$ cat src/rtl/dbg_mem_arbiter_if.sv
// dbg_mem_arbiter_if: one requester's valid/ready request channel and single-cycle response pulse.
interface dbg_mem_arbiter_if #(
    parameter int ADDR_W = 32,
    parameter int DATA_W = 32
);
    logic                  req_valid;
    logic                  req_ready;
    logic                  req_sel;
    logic [ADDR_W-1:0]     req_addr;
    logic [DATA_W-1:0]     req_wdata;
    logic [DATA_W/8-1:0]   req_we;
    logic                  resp_valid;
    logic [DATA_W-1:0]     resp_rdata;

    modport master (
        output req_valid, req_sel, req_addr, req_wdata, req_we,
        input  req_ready, resp_valid, resp_rdata
    );

    modport slave (
        input  req_valid, req_sel, req_addr, req_wdata, req_we,
        output req_ready, resp_valid, resp_rdata
    );
endinterface

$ cat src/rtl/dbg_mem_arbiter.sv
// dbg_mem_arbiter: round-robin sharing of the InstRAM/DataRAM debug port 2 between two requesters.
// Define DBG_MEM_ARB_PERF_EN to add saturating per-master grant counters with a synchronous perf_clr.
module dbg_mem_arbiter #(
    parameter int RD_LAT = 1,
    parameter int ADDR_W = 32,
    parameter int DATA_W = 32
) (
    input  logic                  CPU_CLK,
    input  logic                  CPU_RST,
    dbg_mem_arbiter_if.slave      m0,
    dbg_mem_arbiter_if.slave      m1,
    output logic [ADDR_W-1:0]     CPU_Debug_DataRAM_A2,
    output logic [DATA_W-1:0]     CPU_Debug_DataRAM_WD2,
    output logic [DATA_W/8-1:0]   CPU_Debug_DataRAM_WE2,
    input  logic [DATA_W-1:0]     CPU_Debug_DataRAM_RD2,
    output logic [ADDR_W-1:0]     CPU_Debug_InstRAM_A2,
    output logic [DATA_W-1:0]     CPU_Debug_InstRAM_WD2,
    output logic [DATA_W/8-1:0]   CPU_Debug_InstRAM_WE2,
    input  logic [DATA_W-1:0]     CPU_Debug_InstRAM_RD2,
    output logic                  busy
`ifdef DBG_MEM_ARB_PERF_EN
    ,
    input  logic                  perf_clr,
    output logic [15:0]           m0_grant_cnt,
    output logic [15:0]           m1_grant_cnt
`endif
);
    typedef enum logic [1:0] {IDLE, ACCESS, WAIT, RESP} state_t;

    state_t                state_q, state_d;
    logic                  rr_q, rr_d, sel_q, sel_d, id_q, id_d;
    logic [ADDR_W-1:0]     addr_q, addr_d;
    logic [DATA_W-1:0]     wdata_q, wdata_d, rdata_q, rdata_d;
    logic [DATA_W/8-1:0]   we_q, we_d;
    logic [1:0]            cnt_q, cnt_d;
    logic                  gnt, hs, acc, drv;

    // gnt=1 selects m1; rr only breaks ties when both masters are requesting
    assign gnt = m1.req_valid & (~m0.req_valid | rr_q);
    assign hs  = (state_q == IDLE) & (gnt ? m1.req_valid : m0.req_valid);

    always_ff @(posedge CPU_CLK or negedge CPU_RST) begin
        if (!CPU_RST) begin
            state_q <= IDLE;
            rr_q    <= 1'b0;
            sel_q   <= 1'b0;
            id_q    <= 1'b0;
            addr_q  <= '0;
            wdata_q <= '0;
            we_q    <= '0;
            cnt_q   <= '0;
            rdata_q <= '0;
        end else begin
            state_q <= state_d;
            rr_q    <= rr_d;
            sel_q   <= sel_d;
            id_q    <= id_d;
            addr_q  <= addr_d;
            wdata_q <= wdata_d;
            we_q    <= we_d;
            cnt_q   <= cnt_d;
            rdata_q <= rdata_d;
        end
    end

    always_comb begin
        state_d = state_q;
        rr_d    = rr_q;
        sel_d   = sel_q;
        id_d    = id_q;
        addr_d  = addr_q;
        wdata_d = wdata_q;
        we_d    = we_q;
        cnt_d   = cnt_q;
        rdata_d = rdata_q;
        case (state_q)
            IDLE: if (hs) begin
                state_d = ACCESS;
                id_d    = gnt;
                sel_d   = gnt ? m1.req_sel : m0.req_sel;
                addr_d  = gnt ? m1.req_addr : m0.req_addr;
                wdata_d = gnt ? m1.req_wdata : m0.req_wdata;
                we_d    = gnt ? m1.req_we : m0.req_we;
            end
            ACCESS: begin
                state_d = WAIT;
                cnt_d   = 2'(RD_LAT - 1);
            end
            WAIT: if (cnt_q == '0) begin
                state_d = RESP;
                rdata_d = |we_q ? '0 : (sel_q ? CPU_Debug_InstRAM_RD2 : CPU_Debug_DataRAM_RD2);
            end else begin
                cnt_d = cnt_q - 2'd1;
            end
            RESP: begin
                state_d = IDLE;
                rr_d    = ~id_q;
            end
            default: state_d = IDLE;
        endcase
    end

    // RAM outputs decode from the state register so an async reset drops WE2 at once
    always_comb begin
        acc                   = state_q == ACCESS;
        drv                   = acc | (state_q == WAIT);
        busy                  = state_q != IDLE;
        m0.req_ready          = (state_q == IDLE) & ~gnt;
        m1.req_ready          = (state_q == IDLE) & gnt;
        m0.resp_valid         = (state_q == RESP) & ~id_q;
        m1.resp_valid         = (state_q == RESP) & id_q;
        m0.resp_rdata         = rdata_q;
        m1.resp_rdata         = rdata_q;
        CPU_Debug_DataRAM_A2  = (drv & ~sel_q) ? addr_q : '0;
        CPU_Debug_DataRAM_WD2 = (acc & ~sel_q) ? wdata_q : '0;
        CPU_Debug_DataRAM_WE2 = (acc & ~sel_q) ? we_q : '0;
        CPU_Debug_InstRAM_A2  = (drv & sel_q) ? addr_q : '0;
        CPU_Debug_InstRAM_WD2 = (acc & sel_q) ? wdata_q : '0;
        CPU_Debug_InstRAM_WE2 = (acc & sel_q) ? we_q : '0;
    end

`ifdef DBG_MEM_ARB_PERF_EN
    logic [15:0] m0_grant_cnt_q, m0_grant_cnt_d, m1_grant_cnt_q, m1_grant_cnt_d;

    always_comb begin
        m0_grant_cnt_d = perf_clr ? '0 : m0_grant_cnt_q + 16'(hs & ~gnt & ~&m0_grant_cnt_q);
        m1_grant_cnt_d = perf_clr ? '0 : m1_grant_cnt_q + 16'(hs & gnt & ~&m1_grant_cnt_q);
    end

    always_ff @(posedge CPU_CLK or negedge CPU_RST) begin
        if (!CPU_RST) begin
            m0_grant_cnt_q <= '0;
            m1_grant_cnt_q <= '0;
        end else begin
            m0_grant_cnt_q <= m0_grant_cnt_d;
            m1_grant_cnt_q <= m1_grant_cnt_d;
        end
    end

    assign m0_grant_cnt = m0_grant_cnt_q;
    assign m1_grant_cnt = m1_grant_cnt_q;
`endif
endmodule

$ cat src/flat_wrapper.sv
// flat-port wrapper written by rule: the top's interface ports become plain ports
module dbg_mem_arbiter_flat 
#(
    parameter int RD_LAT = 1,
    parameter int ADDR_W = 32,
    parameter int DATA_W = 32
)
  (CPU_CLK, CPU_RST, CPU_Debug_DataRAM_A2, CPU_Debug_DataRAM_WD2, CPU_Debug_DataRAM_WE2, CPU_Debug_DataRAM_RD2, CPU_Debug_InstRAM_A2, CPU_Debug_InstRAM_WD2, CPU_Debug_InstRAM_WE2, CPU_Debug_InstRAM_RD2, busy, m0_req_valid, m0_req_sel, m0_req_addr, m0_req_wdata, m0_req_we, m0_req_ready, m0_resp_valid, m0_resp_rdata, m1_req_valid, m1_req_sel, m1_req_addr, m1_req_wdata, m1_req_we, m1_req_ready, m1_resp_valid, m1_resp_rdata);
  dbg_mem_arbiter_if #(.ADDR_W(ADDR_W), .DATA_W(DATA_W)) m0_i ();
  dbg_mem_arbiter_if #(.ADDR_W(ADDR_W), .DATA_W(DATA_W)) m1_i ();
  input  logic CPU_CLK;
  input  logic CPU_RST;
  output logic [ADDR_W-1:0] CPU_Debug_DataRAM_A2;
  output logic [DATA_W-1:0] CPU_Debug_DataRAM_WD2;
  output logic [DATA_W/8-1:0] CPU_Debug_DataRAM_WE2;
  input  logic [DATA_W-1:0] CPU_Debug_DataRAM_RD2;
  output logic [ADDR_W-1:0] CPU_Debug_InstRAM_A2;
  output logic [DATA_W-1:0] CPU_Debug_InstRAM_WD2;
  output logic [DATA_W/8-1:0] CPU_Debug_InstRAM_WE2;
  input  logic [DATA_W-1:0] CPU_Debug_InstRAM_RD2;
  output logic busy;
  input wire logic [$bits(m0_i.req_valid)-1:0] m0_req_valid;
  input wire logic [$bits(m0_i.req_sel)-1:0] m0_req_sel;
  input wire logic [$bits(m0_i.req_addr)-1:0] m0_req_addr;
  input wire logic [$bits(m0_i.req_wdata)-1:0] m0_req_wdata;
  input wire logic [$bits(m0_i.req_we)-1:0] m0_req_we;
  output wire logic [$bits(m0_i.req_ready)-1:0] m0_req_ready;
  output wire logic [$bits(m0_i.resp_valid)-1:0] m0_resp_valid;
  output wire logic [$bits(m0_i.resp_rdata)-1:0] m0_resp_rdata;
  input wire logic [$bits(m1_i.req_valid)-1:0] m1_req_valid;
  input wire logic [$bits(m1_i.req_sel)-1:0] m1_req_sel;
  input wire logic [$bits(m1_i.req_addr)-1:0] m1_req_addr;
  input wire logic [$bits(m1_i.req_wdata)-1:0] m1_req_wdata;
  input wire logic [$bits(m1_i.req_we)-1:0] m1_req_we;
  output wire logic [$bits(m1_i.req_ready)-1:0] m1_req_ready;
  output wire logic [$bits(m1_i.resp_valid)-1:0] m1_resp_valid;
  output wire logic [$bits(m1_i.resp_rdata)-1:0] m1_resp_rdata;
  assign m0_i.req_valid = m0_req_valid;
  assign m0_i.req_sel = m0_req_sel;
  assign m0_i.req_addr = m0_req_addr;
  assign m0_i.req_wdata = m0_req_wdata;
  assign m0_i.req_we = m0_req_we;
  assign m0_req_ready = m0_i.req_ready;
  assign m0_resp_valid = m0_i.resp_valid;
  assign m0_resp_rdata = m0_i.resp_rdata;
  assign m1_i.req_valid = m1_req_valid;
  assign m1_i.req_sel = m1_req_sel;
  assign m1_i.req_addr = m1_req_addr;
  assign m1_i.req_wdata = m1_req_wdata;
  assign m1_i.req_we = m1_req_we;
  assign m1_req_ready = m1_i.req_ready;
  assign m1_resp_valid = m1_i.resp_valid;
  assign m1_resp_rdata = m1_i.resp_rdata;
  dbg_mem_arbiter #(.RD_LAT(RD_LAT), .ADDR_W(ADDR_W), .DATA_W(DATA_W)) u_core (.CPU_CLK(CPU_CLK), .CPU_RST(CPU_RST), .m0(m0_i), .m1(m1_i), .CPU_Debug_DataRAM_A2(CPU_Debug_DataRAM_A2), .CPU_Debug_DataRAM_WD2(CPU_Debug_DataRAM_WD2), .CPU_Debug_DataRAM_WE2(CPU_Debug_DataRAM_WE2), .CPU_Debug_DataRAM_RD2(CPU_Debug_DataRAM_RD2), .CPU_Debug_InstRAM_A2(CPU_Debug_InstRAM_A2), .CPU_Debug_InstRAM_WD2(CPU_Debug_InstRAM_WD2), .CPU_Debug_InstRAM_WE2(CPU_Debug_InstRAM_WE2), .CPU_Debug_InstRAM_RD2(CPU_Debug_InstRAM_RD2), .busy(busy));
endmodule
$ cat config.mk
export PLATFORM = sky130hd
export DESIGN_NAME = dbg_mem_arbiter_flat
export DESIGN_NICKNAME = d
export VERILOG_FILES = /design/src/rtl/dbg_mem_arbiter_if.sv /design/src/rtl/dbg_mem_arbiter.sv /design/src/flat_wrapper.sv
export SDC_FILE = /design/constraint.sdc
export NUM_CORES = 1
export LEC_CHECK = 0
export ABC_AREA = 1
export ABC_CLOCK_PERIOD_IN_PS = 2700
export BUFFER_PORTS_ARGS = -buffer_cell sky130_fd_sc_hd__buf_4
export CORE_AREA = 2 2 161 163
export DETAILED_ROUTE_END_ITERATION = 8
export DIE_AREA = 0 0 163 165
export GPL_TIMING_DRIVEN = 0
export HOLD_SLACK_MARGIN = 0.15
export PLACE_DENSITY_LB_ADDON = 0.1
export SLEW_MARGIN = 40
export SYNTH_ARGS = -nofsm -noshare
export SYNTH_HDL_FRONTEND = slang
export SYNTH_SLANG_ARGS = --single-unit
$ cat constraint.sdc
create_clock -name CPU_CLK -period 2.7 [get_ports CPU_CLK]
set_clock_uncertainty 0.1 [all_clocks]
set_input_delay 0.135 -clock CPU_CLK [delete_from_list [all_inputs] [get_ports CPU_CLK]]
set_output_delay 0.135 -clock CPU_CLK [all_outputs]
set_load 0.02 [all_outputs]
; ---- Yosys cells after proc, flatten, opt, wreduce, memory -nomap -nowiden
; Index checks and enable logic that the tools add are counted.
[totals]
regBits = 107
elab_cells = 59
out_inout_bits = 205
input_bits = 206
[op_classes]
eq_ne = 6
n_reduce_logical = 9
bitwise_logic = 16
muxes = 18
n_addsub = 1
[ops]
columns = op, count
row1 = two-way mux 32 bit, 8
row2 = two-way mux 4 bit, 3
row3 = AND 1 bit, 10
row4 = one-hot mux 2 bit (4 select lines), 1
row5 = AND reduction 2 bit, 4
row6 = two-way mux 2 bit, 3
row7 = "equality test 2 bit, second input constant", 2
row8 = zero test 2 bit, 2
row9 = "!= test 2 x 1 -> 1 bit, second input constant", 2
row10 = NOT 1 bit, 4
row11 = one-hot mux 2 bit (2 select lines), 1
row12 = nonzero test 2 bit, 2
row13 = OR reduction 4 bit, 1
row14 = "equality test 2 x 1 -> 1 bit, second input constant", 1
row15 = two-way mux 1 bit, 2
row16 = "!= test 2 bit, second input constant", 1
row17 = bitwise OR 1 bit, 2
row18 = "subtractor 2 x 1 -> 2 bit, second input constant", 1

; ---- Logic depth before layout (Yosys ltp)
; Gate-level depths: netlist (run 1).
[logic_depth]
ltp_word = 7
ltp_mapped = 8
mapped_depth_nobuf = 7

; ---- Worst setup path before layout (run 1)
; Ideal clock, no wire load.
[synth_path]
path_type = reg-to-output
start = reg u_core.state_q[0]
end = out CPU_Debug_InstRAM_A2[10]
stages_incl_launch_ff = 6
setup_slack_ns = 1.118
t_arrival_ns = 1.347
required_ns = 2.465
n_path_buf = 1
path_cell_list = dfrtp_1 > inv_1 > ha_1 > nand2_1 > clkbuf_1 > nor2_1
[synth_between]
elab_chain_len = 4
elab_cells_between_ends = 5
cone_classes = 2 x eq/ne / 1 x mux / 2 x bitwise
[synth_rtl]
columns = element, line
row1 = "start, declared", dbg_mem_arbiter.sv:30  ; state_t state_q, state_d;
row2 = "start signal, assigned", dbg_mem_arbiter.sv:54  ; state_q <= state_d;
row3 = equality test 2 x 1 -> 1 bit / equality test 2 bit (equally long branches), "dbg_mem_arbiter.sv:105, dbg_mem_arbiter.sv:106"
row4 = bitwise OR 1 bit *, dbg_mem_arbiter.sv:106  ; drv = acc | (state_q == WAIT);
row5 = AND 1 bit *, dbg_mem_arbiter.sv:117  ; CPU_Debug_InstRAM_A2 = (drv & sel_q) ? addr_q : '0;
row6 = two-way mux 32 bit *, dbg_mem_arbiter.sv:117
row7 = "end, declared", flat_wrapper.sv:17  ; output logic [ADDR_W-1:0] CPU_Debug_InstRAM_A2;
; Every way passes the cells marked *; elsewhere a longest branch is shown, timed or not.

; ---- Worst setup path after layout (run 1)
[layout_path]
start = reg u_core.state_q[0]
end = reg u_core.wdata_q[4]
[layout_between]
elab_chain_len = 3
[layout_rtl]
columns = element, line
row1 = zero test 2 bit *, "dbg_mem_arbiter.sv:40, dbg_mem_arbiter.sv:76"
row2 = AND 1 bit, dbg_mem_arbiter.sv:40  ; assign hs = (state_q == IDLE) & (gnt ? m1.req_valid : m0.req_valid);
row3 = AND reduction 2 bit (no line) *, -
row4 = "end signal, assigned", dbg_mem_arbiter.sv:59  ; wdata_q <= wdata_d;
row5 = "end, declared", dbg_mem_arbiter.sv:33  ; logic [DATA_W-1:0] wdata_q, wdata_d, rdata_q, rdata_d;
; Marked as above.
; A chain may end at the register's enable or synchronous reset.

==> metrics, run 1 <==
register bit total from synthesis=107; Internal Pwr Total=6610 uW; Critical Path Start Type=flip-flop; FF-to-FF setup slack=0.17 ns; post-route ant nets=0; setup violators final=0; Yosys top cell area share=0.3845; antenna cell count=0; vias per cell=4.302; Final Util=0.5119; gr ovfl total=0; Synth area leaders=dfrtp_1 38%, nand2_1 21%, nand3_1 12%, inv_1 12%, nor2_1 7.6%; Detail Placement HPWL=22600 microns; Tcrit/Tclk final=0.9376; Max H-tree Level=3; max capacitance violation total=0; hold slack=0.1614 ns; Net Sw Frac=0.4726; Core ar.=25040 sq um; ratio of total power to cell area=977.8 nW/um^2; Crit Path Max Fanout=10; Syn Nets=1343; Starting Density=0.2781; initial antenna violation count=0; Synth Flop Type=dfrtp_1; fmax=395.0 MHz; Longest Clk Path Bufs=2; FF/Latch Area=2678 sq um; CTS Root Cell=clkbuf_16; Clock Power Share=0.108; CP endpoint kind=flip-flop; gp weighted congestion=0.8358; CTS sink count=107; CTS tree=done; Post-synth EDFFs=0; Design Area, Final=12820 sq um; filler instances=2589; # DRC=0; footprint of the multi-input gates=2965 sq um; FP Rows=58; drt pass-1 iters=5; Slew headroom=0.5245; nets@finish=1968; Hold Violations, Final=0; Hold Crit Class=input pin to async pin; Slew @ Worst Pin=0.7133 ns; syn_area_per_cell=6.156 sq um; sequential-to-total area share from yosys stat=0.3845; worst path arrival time=2.72 ns; crit path from=u_core.state_q[0]; via count=8987; Pwr Total=12530 uW; Worst Setup EP=u_core.wdata_q[4]; total negative slack=0 ns; FF-to-FF path depth=9; 1st-iter DRT viols=361; PortBufs=409; Reg2Reg Capture Point=u_core.wdata_q[4]; worst r2r src=u_core.state_q[0]; Final min period=2.531 ns; clk slew on worst S/H paths=0.07 ns; CP required=2.89 ns; leakage power=0.007450 uW; switching power=5923 uW; postcts setup bufs=0; VDD IR max=0.0005352 V; die height=165 microns; DRT Wirelength=30320 microns; status=complete, no violations; met3 Use GR=0.04345; Yosys top cell by area=dfrtp_1; die area=26900 sq um; GRT met2 Usage=0.4108; GR Layer Usage met1=0.2468; GRT Util Overall=0.2192; Syn Inst Count=1131; sequential power share=0.235; vias in the first global route=8976; largest net degree at the start of global routing=68; async set-or-reset flop fraction in the synthesized netlist=1.000; clock latency on the worst-skew pair=0.35 ns; Cell variety after synth=16; RSZ-0062 raised after global routing=false; top cells by count, synth=384 x nand2_1, 215 x inv_1, 171 x nand3_1, 141 x nor2_1, 107 x dfrtp_1; top-count cell post-synth=nand2_1; first-pass GRT wire length=46040 microns; area post-placement=10480 sq um; Num CTS Buffers=9; # IOs=411; WL per Instance=14.52 microns; critical path class=flip-flop to flip-flop; Layout area overhead=84.08%; Ys Warns=0; Comb pwr share=0.656; share of cells above drive strength 1=0.2735; Post-Syn Area=6963 sq um; global route hottest layer=met2; die width=163 microns; Slew Viols, Final=0
## cell usage in the layout, fill, tap and decap left out, drive strengths merged, types with 6 or more instances in the layout
cell         count
buf            463
clkbuf          53
dfrtp          107
dlygate4sd3    204
ha               6
inv            217
nand2          384
nand3          171
nor2           141
o21ai            6
## critical path, cell delays in order (launching register included)
cell and delay [ns]:
dfrtp_1 0.42, inv_1 0.12, ha_1 0.25, o21ai_4 0.14
inv_2 0.17, buf_2 0.28, buf_4 0.23, nand3_1 0.11
dlygate4sd3_1 0.58, nand2_1 0.06
## state kept, by name, summed over array words and instances (netlist names)
name and flops:
u_core.rr_q 1, u_core.wdata_q 32, u_core.cnt_q 2, u_core.id_q 1, u_core.we_q 4, u_core.m0.resp_rdata 32, u_core.sel_q 1, u_core.addr_q 32
u_core.state_q 2
## metal layers
| layer | routed length [microns] | vias up |
|---|---|---|
| li1 | - | 4531 |
| met1 | 11970 | 4098 |
| met2 | 15560 | 315 |
| met3 | 2020 | 43 |
| met4 | 775 | 0 |
| met5 | 0 | - |
## repair_timing
item | CTS | global route
hold endpoints to repair | 210 | 0
hold buffers | 204 | 0
setup endpoints to repair | 0 | 28
gates resized for setup | 0 | 3
## final cells by class
cell class,instances,area share
multi-input cells,711,0.2314
well taps,330,0.03221
repair buffers,614,0.4016
inverters,217,0.06355
plain buffers,96,0.03973
flip-flops and latches,107,0.2089
clock buffers,10,0.01865
clock inverters,4,0.004002
## how the worst min path moves through the flow
stage / start / endpoint / slack [ns] / cells after the start
6_report: CPU_RST / u_core.m0.resp_rdata[14] / 0.16 / 2
5_1_grt: CPU_RST / u_core.m0.resp_rdata[14] / 0.18 / 2
4_1_cts: CPU_RST / u_core.m0.resp_rdata[14] / 0.16 / 2
3_5_place_dp: CPU_RST / u_core.m0.resp_rdata[14] / -0.05 / 1
3_3_place_gp: m0_req_addr[12] / u_core.addr_q[12] / 0.33 / 5
2_1_floorplan: CPU_RST / u_core.addr_q[0] / -0.26 / 0
## power by group through the flow
stage	Clock (uW)	Sequential (uW)	Combinational (uW)
2_1_floorplan	0	3070	4180
3_3_place_gp	0	2940	7430
3_5_place_dp	0	2950	7480
4_1_cts	1410	2940	8280
5_1_grt	1470	3040	9010
6_report	1360	2950	8230
## cell families (layout without fill, tap and decap cells)
logic type | Yosys count | in the layout | synth area share
buf+inv | 313 | 941 | 0.1899
flops | 107 | 107 | 0.3845
compound gates | 8 | 8 | 0.007368
fa+ha+maj | 6 | 6 | 0.01078
simple gates | 697 | 697 | 0.4074
## per-stage QoR
step | worst slack [ns] | std cells
floorplan | 1.118 | 1131
global placement | 0.4549 | 1870
detailed placement | 0.4408 | 1871
CTS | 0.06068 | 2089
global route | 0.01437 | 2089
finish | 0.1685 | 2089
Note: power is estimated with default switching activity, not from simulation.
==> inputs of run 2 (changes only) <==
Settings changed: MAX_ROUTING_LAYER set to met4.
==> run 2 against run 1 <==
Final cell count stayed put. Critical endpoint unchanged. Non-clock buffer count stayed put. Largest power group unchanged. Die area stayed put. Register-to-register slack hardly changed. Flip-flop and latch count stayed put. Core utilization stayed put. Critical path depth stayed put. Combinational power hardly changed. Setup slack worse by 0.010 ns. Count of clock-buffer cells in the layout stayed put.
==> metrics, run 2 (same netlist as run 1, synthesis figures left out) <==
Hold Crit Class=input pin to async pin; most frequent cells in the layout=441 x buf_4, 383 x nand2_1, 215 x inv_1; 1st-iter DRT viols=356; Slew headroom=0.5343; Slew @ Worst Pin=0.6985 ns; Reg2Reg Capture Point=u_core.wdata_q[4]; DRT Wirelength=30250 microns; post-route ant nets=0; fmax=393.4 MHz; FF-to-FF setup slack=0.16 ns; CTS tree=done; die width=163 microns; vias in the first global route=8987; postcts setup bufs=0; CTS Root Cell=clkbuf_16; drt pass-1 iters=4; die area=26900 sq um; CTS sink count=107; RSZ-0062 raised after global routing=false; leakage power=0.007450 uW; Detail Placement HPWL=22600 microns; Tcrit/Tclk final=0.9414; status=complete, no violations; clk slew on worst S/H paths=0.07 ns; critical path class=flip-flop to flip-flop; WL per Instance=14.48 microns; share of cells above drive strength 1=0.2735; highest routed layer=met4; Longest Clk Path Bufs=2; FF-to-FF path depth=9; Starting Density=0.2781; GRT Util Overall=0.2254; filler instances=2589; met1 wire length=12110 microns; Finished Layout Cells=2089; antenna cell count=0; first-pass GRT wire length=45950 microns; vias per cell=4.306; Critical Path Start Type=flip-flop; initial antenna violation count=0; FP Rows=58; WL met3=1844 microns; CP required=2.89 ns; via count=8996; ratio of total power to cell area=978.0 nW/um^2; commonest non-fill, non-tap cell in the layout=buf_4; # IOs=411; Inst Count DP=1871; die height=165 microns; gp weighted congestion=0.8487; Hold Violations, Final=0; Final min period=2.542 ns; VDD IR max=0.0005351 V; worst r2r src=u_core.state_q[0]; routed length on met2=15540 microns; largest net degree at the start of global routing=68; PortBufs=409; max capacitance violation total=0; worst path arrival time=2.73 ns; Core ar.=25040 sq um; nets@finish=1968; Slew Viols, Final=0; gr ovfl total=0; CP endpoint kind=flip-flop; Max H-tree Level=3; # DRC=0; clock latency on the worst-skew pair=0.35 ns; Crit Path Max Fanout=10; total negative slack=0 ns; Num CTS Buffers=9; Layout area overhead=84.08%; setup violators final=0
[run 2: cell counts in the layout (fill, tap and decap cells not counted)]
No cell type changed its count.
[run 2: layer usage]
metal	vias to the layer above	global-route usage
met2	313	0.4108
met1	4110	0.2504
met3	42	0.03692
li1	4531	-
met5	-	-
met4	0	0.07562
[run 2: layout make-up]
type	instances	area, sq um	share of cell area
repair buffers	614	5147	0.4016
clock buffers	10	239.0	0.01865
well taps	330	412.9	0.03221
multi-input cells	711	2965	0.2314
inverters	217	814.5	0.06355
flip-flops and latches	107	2678	0.2089
plain buffers	96	509.2	0.03973
clock inverters	4	51.30	0.004002
[run 2: per-stage QoR]
stage	setup WS (ns)	hold slack [ns]	total power (uW)	instance area, sq um	util
after floorplan	1.118	-0.2606	7243	6963	-
after global placement	0.4549	0.3309	10370	10450	0.4172
after detailed placement	0.4408	-0.05468	10420	10480	0.4186
after CTS	0.06068	0.1648	12630	12810	0.5118
after global routing	0.01873	0.1765	13520	12820	0.5119
final	0.1583	0.1592	12530	12820	0.5119
[run 2: report_power, final]
group / switching, uW / leakage, uW / internal (uW)
logic: 4740 / 0.00595 / 3490
registers: 562 / 0.00135 / 2380
clock network: 623 / 0.000141 / 738
total: 5920 / 0.00745 / 6610
[run 2: worst max path at each step]
stage | from | end | slack, ns | cells after the start
floorplan | u_core.state_q[0] | CPU_Debug_InstRAM_A2[10] | 1.12 | 5
CTS | u_core.state_q[1] | CPU_Debug_InstRAM_WD2[10] | 0.06 | 6
global route | u_core.state_q[0] | u_core.wdata_q[4] | 0.02 | 9
finish | u_core.state_q[0] | u_core.wdata_q[4] | 0.16 | 9
detailed placement | u_core.state_q[1] | CPU_Debug_InstRAM_WD2[10] | 0.44 | 6
global placement | u_core.sel_q | CPU_Debug_DataRAM_WD2[7] | 0.45 | 6
[run 2: what timing repair did]
item,4_1_cts,5_1_grt
hold buffers,204,0
setup endpoints to repair,0,28
resized for setup,0,3
endpoints found under the hold margin,210,0
[run 2: critical path, cell delays in order, from the launching register on]
cell	delay, ns
dfrtp_1	0.42
inv_1	0.12
ha_1	0.25
o21ai_4	0.15
inv_2	0.17
buf_2	0.28
buf_4	0.23
nand3_1	0.11
dlygate4sd3_1	0.58
nand2_1	0.06
